<file path="config.mk">
export PLATFORM = sky130hd
export DESIGN_NAME = dmem_arbiter_flat
export DESIGN_NICKNAME = d
export VERILOG_FILES = /design/src/rtl/dmem_arbiter_pkg.sv /design/src/rtl/dmem_arbiter_if.sv /design/src/rtl/dmem_arbiter_port_mux.sv /design/src/rtl/dmem_arbiter.sv /design/src/flat_wrapper.sv
export SDC_FILE = /design/constraint.sdc
export NUM_CORES = 1
export LEC_CHECK = 0
export CAP_MARGIN = 20
export CORE_AREA = 2 2 116 118
export CTS_BUF_LIST = sky130_fd_sc_hd__clkbuf_16
export DETAILED_ROUTE_END_ITERATION = 12
export DIE_AREA = 0 0 118 120
export DONT_BUFFER_PORTS = 1
export SETUP_SLACK_MARGIN = 0.1
export SLEW_MARGIN = 20
export SYNTH_ARGS = -nofsm -noshare
export SYNTH_HDL_FRONTEND = slang
export SYNTH_SLANG_ARGS = --single-unit
export TNS_END_PERCENT = 10
</file>
<file path="constraint.sdc">
create_clock -name clk -period 1.5 [get_ports clk]
set_input_delay 0.375 -clock clk [delete_from_list [all_inputs] [get_ports clk]]
set_output_delay 0.375 -clock clk [all_outputs]
set_load 0.005 [all_outputs]
</file>
<file path="src/rtl/dmem_arbiter_pkg.sv">
`default_nettype none
// ============================================================================
//  Module      : mips_pkg
//  Description : Shared types and constants for the data-memory arbiter:
//                arbiter state, memory-port select and the access record.
//  Revision    : 1.0 - initial release
// ============================================================================
package mips_pkg;

    localparam int MIPS_AW        = 32;
    localparam int MIPS_DW        = 32;
    localparam int CONFLICT_CNT_W = 16;

    typedef enum logic [0:0] {
        ARB_PASS   = 1'b0,
        ARB_SECOND = 1'b1
    } arb_state_e;

    typedef enum logic [1:0] {
        SEL_NONE  = 2'd0,
        SEL_LANE0 = 2'd1,
        SEL_LANE1 = 2'd2,
        SEL_HOLD  = 2'd3
    } port_sel_e;

    typedef struct packed {
        logic               we;
        logic [MIPS_AW-1:0] addr;
        logic [MIPS_DW-1:0] wdata;
    } mem_access_t;

endpackage
`default_nettype wire

</file>
<file path="src/rtl/dmem_arbiter_if.sv">
`default_nettype none
// ============================================================================
//  Module      : dmem_arbiter_if
//  Description : Bundle of the two MEM-stage lanes and the single data-memory
//                port. master = pipeline/memory side, slave = arbiter side.
//  Revision    : 1.0 - initial release
// ============================================================================
interface dmem_arbiter_if #(
    parameter int AW = 32,
    parameter int DW = 32
);
    logic          req0;
    logic          req1;
    logic          we0;
    logic          we1;
    logic [AW-1:0] addr0;
    logic [AW-1:0] addr1;
    logic [DW-1:0] wdata0;
    logic [DW-1:0] wdata1;
    logic [DW-1:0] rdata0;
    logic [DW-1:0] rdata1;
    logic          stall;
    logic          memwrite;
    logic [AW-1:0] dataadr;
    logic [DW-1:0] writedata;
    logic [DW-1:0] readdata;

    modport master (
        output req0, req1, we0, we1, addr0, addr1, wdata0, wdata1, readdata,
        input  rdata0, rdata1, stall, memwrite, dataadr, writedata
    );

    modport slave (
        input  req0, req1, we0, we1, addr0, addr1, wdata0, wdata1, readdata,
        output rdata0, rdata1, stall, memwrite, dataadr, writedata
    );
endinterface
`default_nettype wire

</file>
<file path="src/rtl/dmem_arbiter_port_mux.sv">
`default_nettype none
// ============================================================================
//  Module      : dmem_port_mux
//  Description : Combinational select of lane 0, lane 1 or the hold register
//                onto the data-memory port. memwrite is gated off while the
//                active-low reset is asserted.
//  Revision    : 1.0 - initial release
// ============================================================================
module dmem_port_mux
    import mips_pkg::*;
#(
    parameter int AW = MIPS_AW,
    parameter int DW = MIPS_DW
) (
    input  port_sel_e     sel,
    input  mem_access_t   lane0,
    input  mem_access_t   lane1,
    input  mem_access_t   hold,
    input  logic          reset,
    output logic          memwrite,
    output logic [AW-1:0] dataadr,
    output logic [DW-1:0] writedata
);

    mem_access_t w_pick;

    // Choose the access that owns the memory port this cycle; idle drives zeros.
    always_comb begin
        w_pick = '0;
        case (sel)
            SEL_LANE0: w_pick = lane0;
            SEL_LANE1: w_pick = lane1;
            SEL_HOLD:  w_pick = hold;
            default:   w_pick = '0;
        endcase
    end

    // No write may reach memory while reset is held low, whatever the lanes do.
    assign memwrite  = w_pick.we & reset;
    assign dataadr   = w_pick.addr;
    assign writedata = w_pick.wdata;

endmodule
`default_nettype wire

</file>
<file path="src/rtl/dmem_arbiter.sv">
`default_nettype none
// ============================================================================
//  Module      : dmem_arbiter
//  Description : Shares the single-ported data memory between the two MEM
//                lanes. Colliding accesses are serialised (lane 0 first, lane 1
//                one cycle later) with a one-cycle stall. Optional conflict
//                counter enabled by macro DMEM_ARB_STATS_EN.
//  Revision    : 1.0 - initial release
// ============================================================================
module dmem_arbiter
    import mips_pkg::*;
#(
    parameter int AW = MIPS_AW,
    parameter int DW = MIPS_DW
) (
    input  logic                      clk,
    input  logic                      reset,
`ifdef DMEM_ARB_STATS_EN
    output logic [CONFLICT_CNT_W-1:0] conflict_cnt,
`endif
    dmem_arbiter_if.slave             bus
);

    arb_state_e    r_state;
    arb_state_e    w_state_nxt;
    mem_access_t   r_hold;
    logic [DW-1:0] r_rdata0_hold;
    mem_access_t   w_lane0;
    mem_access_t   w_lane1;
    port_sel_e     w_sel;
    logic          w_conflict;

    assign w_lane0    = '{we: bus.we0, addr: bus.addr0, wdata: bus.wdata0};
    assign w_lane1    = '{we: bus.we1, addr: bus.addr1, wdata: bus.wdata1};
    assign w_conflict = (r_state == ARB_PASS) && bus.req0 && bus.req1;

    // State register; asynchronous reset drops any pending lane-1 access.
    always_ff @(posedge clk or negedge reset) begin
        if (!reset) begin
            r_state <= ARB_PASS;
        end else begin
            r_state <= w_state_nxt;
        end
    end

    // Next state: a collision costs exactly one SECOND cycle, never two.
    always_comb begin
        w_state_nxt = r_state;
        case (r_state)
            ARB_PASS:   w_state_nxt = w_conflict ? ARB_SECOND : ARB_PASS;
            ARB_SECOND: w_state_nxt = ARB_PASS;
            default:    w_state_nxt = ARB_PASS;
        endcase
    end

    // Outputs: port owner, stall and per-lane load data routing.
    always_comb begin
        w_sel      = SEL_NONE;
        bus.stall  = 1'b0;
        bus.rdata0 = '0;
        bus.rdata1 = '0;
        case (r_state)
            ARB_PASS: begin
                if (bus.req0) begin
                    w_sel      = SEL_LANE0;
                    bus.rdata0 = bus.readdata;
                    bus.stall  = bus.req1;
                end else if (bus.req1) begin
                    w_sel      = SEL_LANE1;
                    bus.rdata1 = bus.readdata;
                end
            end
            ARB_SECOND: begin
                w_sel      = SEL_HOLD;
                bus.rdata0 = r_rdata0_hold;
                bus.rdata1 = bus.readdata;
            end
            default: begin
                w_sel = SEL_NONE;
            end
        endcase
    end

    // On a collision park lane 1's access and lane 0's load data for one cycle.
    always_ff @(posedge clk or negedge reset) begin
        if (!reset) begin
            r_hold        <= '0;
            r_rdata0_hold <= '0;
        end else if (w_conflict) begin
            r_hold        <= w_lane1;
            r_rdata0_hold <= bus.readdata;
        end
    end

`ifdef DMEM_ARB_STATS_EN
    logic [CONFLICT_CNT_W-1:0] r_conflict_cnt;

    // Count PASS->SECOND transitions, saturating at all-ones.
    always_ff @(posedge clk or negedge reset) begin
        if (!reset) begin
            r_conflict_cnt <= '0;
        end else if (w_conflict && (r_conflict_cnt != {CONFLICT_CNT_W{1'b1}})) begin
            r_conflict_cnt <= r_conflict_cnt + CONFLICT_CNT_W'(1);
        end
    end

    assign conflict_cnt = r_conflict_cnt;
`endif

    dmem_port_mux #(
        .AW (AW),
        .DW (DW)
    ) u_port_mux (
        .sel       (w_sel),
        .lane0     (w_lane0),
        .lane1     (w_lane1),
        .hold      (r_hold),
        .reset     (reset),
        .memwrite  (bus.memwrite),
        .dataadr   (bus.dataadr),
        .writedata (bus.writedata)
    );

endmodule
`default_nettype wire

</file>
<file path="src/flat_wrapper.sv">
// flat-port wrapper written by rule: the top's interface ports become plain ports
module dmem_arbiter_flat import mips_pkg::*;
#(
    parameter int AW = MIPS_AW,
    parameter int DW = MIPS_DW
)
  (clk, reset, bus_req0, bus_req1, bus_we0, bus_we1, bus_addr0, bus_addr1, bus_wdata0, bus_wdata1, bus_readdata, bus_rdata0, bus_rdata1, bus_stall, bus_memwrite, bus_dataadr, bus_writedata);
  dmem_arbiter_if #(.AW(AW), .DW(DW)) bus_i ();
  input  logic clk;
  input  logic reset;
  input wire logic [$bits(bus_i.req0)-1:0] bus_req0;
  input wire logic [$bits(bus_i.req1)-1:0] bus_req1;
  input wire logic [$bits(bus_i.we0)-1:0] bus_we0;
  input wire logic [$bits(bus_i.we1)-1:0] bus_we1;
  input wire logic [$bits(bus_i.addr0)-1:0] bus_addr0;
  input wire logic [$bits(bus_i.addr1)-1:0] bus_addr1;
  input wire logic [$bits(bus_i.wdata0)-1:0] bus_wdata0;
  input wire logic [$bits(bus_i.wdata1)-1:0] bus_wdata1;
  input wire logic [$bits(bus_i.readdata)-1:0] bus_readdata;
  output wire logic [$bits(bus_i.rdata0)-1:0] bus_rdata0;
  output wire logic [$bits(bus_i.rdata1)-1:0] bus_rdata1;
  output wire logic [$bits(bus_i.stall)-1:0] bus_stall;
  output wire logic [$bits(bus_i.memwrite)-1:0] bus_memwrite;
  output wire logic [$bits(bus_i.dataadr)-1:0] bus_dataadr;
  output wire logic [$bits(bus_i.writedata)-1:0] bus_writedata;
  assign bus_i.req0 = bus_req0;
  assign bus_i.req1 = bus_req1;
  assign bus_i.we0 = bus_we0;
  assign bus_i.we1 = bus_we1;
  assign bus_i.addr0 = bus_addr0;
  assign bus_i.addr1 = bus_addr1;
  assign bus_i.wdata0 = bus_wdata0;
  assign bus_i.wdata1 = bus_wdata1;
  assign bus_i.readdata = bus_readdata;
  assign bus_rdata0 = bus_i.rdata0;
  assign bus_rdata1 = bus_i.rdata1;
  assign bus_stall = bus_i.stall;
  assign bus_memwrite = bus_i.memwrite;
  assign bus_dataadr = bus_i.dataadr;
  assign bus_writedata = bus_i.writedata;
  dmem_arbiter #(.AW(AW), .DW(DW)) u_core (.clk(clk), .reset(reset), .bus(bus_i));
endmodule
</file>
==> metrics.txt, run 1 <==
Core Rows=42; CP Data Arrival Time=1.48 ns; Synth top area share=between 40% and 50%; initial antenna violation count=0; core region area=around 13000 um2; Worst slew margin=81.89%; GPL Wtd Cong=0.7691; total global routing overflow=0; f_max=538.7 MHz; number of fillers in the final layout=1152; DIE HEIGHT=120 um; ant diodes=0; vias in the first global route=4476; initial core utilization=44.74%; Metal-1 WL=6229 um; syn avg cell area=about 11 um2; WS Path Type=flip-flop to output pin; fin crit share=123.8%; area after detailed placement=roughly 6200 um2; Netlist Area Pre-Place=5807 um2; Final min period=approximately 1.9 ns; Hold Path Class=input port to asynchronous set/reset pin; Routed WL=16110 um; power density over the cells=1089 nW/um2; PnR Total Power=7.505 mW; layout cell share with drive strength beyond 1=41.62%; Worst EP required=roughly 1.1 ns; clock skew=~0.0088 ns; post-synthesis net count=686; peak supply drop=570.7 uV; Core Util, Final=53.09%; Max Slew Vio Count=0; post-DP HPWL=approximately 11000 um; Crit. End Element=output pin; Met2 Routed Length=approximately 8200 um; reg2reg path depth=3; cell taking the most area after synthesis=dfrtp_1; area delta synth->final=18.68%; root buffer cell=clkbuf_16; Setup WS post-layout=-0.3564 ns; DIE AREA=14160 um2; Total GRT Usage=~22%; first-pass GRT wire length=24900 um; CTS tree=done; first-iteration detailed-routing DRC count=255; TritonCTS Sinks=98; H-tree depth=3; ranking of synthesized cells by area=dfrtp_1 42%, mux2_2 17%, a2bb2oi_1 9.7%, nand3b_1 8.3%, a21oi_1 5.5%; post-route antenna net violation count=0; DR vias/cell=6.355; CTS Buffer Depth=2; Setup Viol. Count Final=130; Wirelength per Cell=23.18 um; Met3 Wirelength=1397 um; CP Max Fanout=6; Seq/Total Area, Yosys=42.23%; Worst Max-Slew Pin Slew=between 0.2 and 0.3 ns; Ys Warns=0; Worst-Skew Late Latency=0.35 ns; flop-to-flop setup slack=0 ns; clock transition at the registers of the reported paths=0.07 ns; leakage power=approximately 2.8 nW; largest net degree at the start of global routing=around 130; status=finished, violations left; CTS Buf Count=9; hold slack=-0.2792 ns; Yosys cell types=20; port bufs=0; Syn Inst Count=between 500 and 600; Nets=680; failing checks=hold timing, setup timing; Vias=4417; Die W=118 um; Hold Fails Final Rpt=98; fin area=6892 um2; uppermost layer routed=met4; RSZ-0062 raised after global routing=yes; Yosys reg bits=98; I/O Pins=296; drt drc=0; TritonRoute pass-1 iters=5; Max Cap Viol=0; CP Launch Type=flip-flop
==> through the flow <==
step | std cells | TNS, ns | setup slack, ns
floorplan | 520 | 0 | 0.05390
global placement | 677 | -0.02175 | -0.007754
detailed placement | 677 | -0.4328 | -0.08706
CTS | 694 | -39.50 | -0.3641
global route | 695 | -50.15 | -0.4266
finish | 695 | -39.03 | -0.3564
==> cell type report <==
type                       instances  area [um2]  share of cell area [%]
multi-input combinational        359        3420                   49.62
sequential                        98        2456                   35.64
timing repair buffer              43       462.9                   6.718
clock buffer                       9       225.2                   3.268
tap                              176       220.2                   3.195
clock inverter                     7       86.33                   1.253
inverter                           3       21.27                  0.3086
==> state kept, by name (all words and copies together) (netlist names) <==
name	cells
u_core.r_hold	65
u_core.r_rdata0_hold	32
u_core.r_state	1
==> kinds of logic (layout without fill, tap and decap cells) <==
group / Yosys count / count (layout) / synth area share, %
AO/OA/AOI/OAI: 194 / 194 / 24.46
buffers and inverters: 63 / 62 / 4.999
flip-flops: 98 / 98 / 42.23
multiplexers: 97 / 97 / 19.33
AND/OR/NAND/NOR: 68 / 68 / 8.985
==> cell usage in the layout (no fill, tap or decap), types with 2 or more instances in the layout <==
cell type   count
inv_1           3
clkinvlp_4      2
clkinv_4        2
a2bb2oi_2      40
buf_16          2
a2bb2oi_1      24
a21oi_1        52
a21boi_2        2
clkbuf_16      10
a22o_4          3
a21oi_2        10
buf_4          32
nand3b_1       64
a21boi_1       29
buf_6           2
dfrtp_1        97
buf_12          6
mux2_2         88
a21oi_4         2
mux2_4          9
a22o_1         29
bufinv_16       2
==> metal layers <==
| layer | GRT usage (%) | vias to the layer above |
|---|---|---|
| met5 | 0 | - |
| met4 | 6.852 | 0 |
| met3 | 7.890 | 23 |
| met2 | 37.83 | 212 |
| met1 | 25.65 | 2221 |
| li1 | - | 1961 |
==> final timing paths <==
check	startpoint	endpoint
setup / recovery	u_core.r_state$_DFF_PN0_	bus_memwrite
hold / removal	reset	u_core.r_hold[7]$_DFFE_PN0P_
setup reg to reg	u_core.r_state$_DFF_PN0_	u_core.r_hold[24]$_DFFE_PN0P_
hold reg to reg	u_core.r_rdata0_hold[23]$_DFFE_PN0P_	u_core.r_rdata0_hold[23]$_DFFE_PN0P_
max in group asynchronous	reset	u_core.r_hold[10]$_DFFE_PN0P_
min in group clk	bus_readdata[29]	u_core.r_rdata0_hold[29]$_DFFE_PN0P_
==> what timing repair did <==
item,CTS,global route
pin swaps,16,5
gates resized for setup,65,22
setup endpoints to repair,192,227
gates cloned,0,1
endpoints found under the hold margin,98,98
setup buffers,1,0
==> critical path: stages (launching register included) <==
cell     delay, ns
dfrtp_4       0.54
buf_4         0.17
a21o_1        0.18
o221a_2       0.25
==> power by group <==
part / internal [mW] / total [mW] / switching, mW / leakage, nW
Clock: 1.44 / 2.43 / 0.990 / 0.152
Sequential: 3.11 / 3.41 / 0.299 / 1.15
Combinational: 1.04 / 1.66 / 0.624 / 1.46
Total: 5.59 / 7.50 / 1.91 / 2.76
==> synthesized netlist by cell type <==
master and number:
mux2_2 89, nand2b_1 1, buf_1 10, buf_2 19, inv_1 2, a21boi_0 32
buf_6 4, nor2b_1 1, dfrtp_1 98, nand3b_1 64, clkbuf_1 27, o221a_2 1
and3b_1 1, nand3b_4 1, a21oi_1 64, a22o_1 32, clkinv_1 1, a2bb2oi_1 64
a21o_1 1, mux2_4 8
Note: power is estimated with default switching activity, not from simulation.
==> inputs of run 2 (changes only) <==
- REMOVE_ABC_BUFFERS: default -> 1
==> metrics.txt, run 2 (synthesized netlist as in run 1, its figures left out) <==
Setup Viol. Count Final=173 (+33%); Internal=5.516 mW (-1.4%); root buffer cell=clkbuf_16; failing checks=hold timing, setup timing; PnR Total Power=7.347 mW (-2.1%); DIE AREA=14160 um2 (unchanged); Crit. End Element=output pin; Psw=1.831 mW (-4.2%); CTS Buffer Depth=2 (unchanged); H-tree depth=3 (unchanged); Core Rows=42 (unchanged); Total GRT Usage=20.65% (-1.3 points); Max Slew Vio Count=0 (unchanged); WS Path Type=flip-flop to output pin; leading cell type in the layout, fill and taps excluded=dfrtp_1; Hold Fails Final Rpt=98 (unchanged); Worst EP required=1.12 ns (about the same); RSZ-0062 raised after global routing=yes; f_max=527.1 MHz (-2.2%); Biggest register=u_core.r_hold; CTS tree=done; Switching Fraction=24.92% (-0.56 points); power share of the clock group=32.7% (+0.3 points); post-route antenna net violation count=0 (unchanged); Routed WL=15460 um (-4.0%); Max Cap Viol=0 (unchanged); Largest regs=u_core.r_hold (65), u_core.r_rdata0_hold (32), u_core.r_state (1); initial core utilization=44.74% (unchanged); number of fillers in the final layout=1150 (-0.17%); fin crit share=126.5% (+2.7 points); first-pass GRT wire length=23130 um (-7.1%); TritonCTS Sinks=98 (unchanged); hold slack=-0.2734 ns (+0.005758 ns); Finished Layout Cells=680 (-2.2%); initial antenna violation count=0 (unchanged); GPL Wtd Cong=0.7466 (-2.9%); Worst-Skew Late Latency=0.34 ns (about the same); Nets=666 (-2.1%); ant diodes=0 (unchanged); first-iteration detailed-routing DRC count=251 (-1.6%); Wirelength per Cell=22.74 um (-1.9%); Worst slew margin=81.66% (-0.23 points); layout cell share with drive strength beyond 1=37.10% (-4.5 points); Final min period=1.897 ns (+0.04086 ns); post-DP HPWL=10330 um (-4.9%); Setup WS post-layout=-0.3972 ns (-0.04085 ns); CP Data Arrival Time=1.52 ns (+0.04 ns); Inst Count DP=662 (-2.2%); status=finished, violations left; clock transition at the registers of the reported paths=0.06 ns (about the same); total global routing overflow=0 (unchanged); CTS Buf Count=9 (unchanged); DR vias/cell=6.434 (+1.2%); CP Launch Type=flip-flop; power density over the cells=1102 nW/um2 (+1.2%); clock skew=0.006853 ns (-0.001996 ns); DIE HEIGHT=120 um (unchanged); Die W=118 um (unchanged); leakage power=2.660 nW (-3.7%); area delta synth->final=14.87%; most frequent cells in the layout=97 x dfrtp_1, 88 x mux2_2, 64 x nand3b_1, 45 x a2bb2oi_1, 44 x a21oi_1; drt drc=0 (unchanged); combinational share of power=21.2% (-1.0 points); largest net degree at the start of global routing=134 (unchanged); Worst Max-Slew Pin Slew=0.2752 ns (+0.003452 ns); CP Max Fanout=16 (+10); worst slack at placement=-0.08901 ns (-0.001952 ns); I/O Pins=296 (unchanged); Hold Path Class=input port to asynchronous set/reset pin; vias in the first global route=4278 (-4.4%); Largest register FFs=65 (unchanged); Vias=4375 (-0.95%); TritonRoute pass-1 iters=5 (unchanged); port bufs=0 (unchanged); peak supply drop=724.9 uV (+27%); core region area=12980 um2 (unchanged); Reg power frac=46.1% (+0.7 points)
-- run 2: cell types whose count changed in the layout (fill, tap and decap cells not counted), sizes merged --
cell	delta
clkinvlp	-1
buf	-14
-- run 2: power by group through the flow --
stage,registers [mW],logic (mW),clock network (mW)
2_1_floorplan,3.34,1.14,0
3_3_place_gp,3.39,1.40,0
3_5_place_dp,3.40,1.43,0
4_1_cts,3.37,1.50,2.49
5_1_grt,3.43,1.67,2.61
6_report,3.39,1.56,2.40
-- run 2: layout make-up --
cell class	instances	area [um2]	share of cell area, %
multi-input combinational	359	3303	49.52
inverter	3	16.27	0.2439
clock buffer	9	225.2	3.376
sequential	98	2456	36.82
tap	176	220.2	3.301
timing repair buffer	29	366.6	5.496
clock inverter	6	82.58	1.238
-- run 2: final timing paths --
| check | cells after the start | end | slack, ns | from |
|---|---|---|---|---|
| setup / recovery | 4 | bus_rdata0[17] | -0.40 | u_core.r_state$_DFF_PN0_ |
| max in group asynchronous | 0 | u_core.r_hold[51]$_DFFE_PN0P_ | 1.60 | reset |
| hold / removal | 0 | u_core.r_rdata0_hold[12]$_DFFE_PN0P_ | -0.27 | reset |
| hold reg to reg | 1 | u_core.r_rdata0_hold[14]$_DFFE_PN0P_ | 0.51 | u_core.r_rdata0_hold[14]$_DFFE_PN0P_ |
| min in group clk | 1 | u_core.r_hold[5]$_DFFE_PN0P_ | 0.17 | bus_wdata1[5] |
| setup reg to reg | 4 | u_core.r_hold[53]$_DFFE_PN0P_ | -0.05 | u_core.r_state$_DFF_PN0_ |
-- run 2: routing by layer --
| layer | track usage, % | wire (um) | vias to the layer above |
|---|---|---|---|
| met2 | 35.17 | 7551 | 230 |
| met5 | 0 | 0 | - |
| met3 | 7.224 | 1385 | 19 |
| met4 | 6.099 | 224 | 0 |
| li1 | - | - | 1929 |
| met1 | 24.69 | 6300 | 2197 |
-- run 2: what timing repair did --
item | CTS | global route
endpoints found under the setup margin | 227 | 227
pin swaps | 3 | 9
resized for setup | 36 | 37
buffers inserted | 1 | 0
endpoints found under the hold margin | 98 | 98
gates cloned | 1 | 1
-- run 2: metrics by stage --
step	hold slack [ns]	util, %	instance area [um2]	TNS [ns]
2_1_floorplan	0.07941	-	5528	-556.34
3_3_place_gp	0.08170	46.51	6037	-0.3753
3_5_place_dp	0.08171	46.51	6037	-1.115
4_1_cts	-0.2931	49.94	6482	-42.96
5_1_grt	-0.2959	51.39	6670	-49.75
6_report	-0.2734	51.39	6670	-38.16
-- run 2: worst max-delay path, stage by stage (launching register included) --
cell       delay [ns]
dfrtp_4          0.51
buf_6            0.15
nor2b_4          0.16
clkbuf_16        0.20
a22o_1           0.16
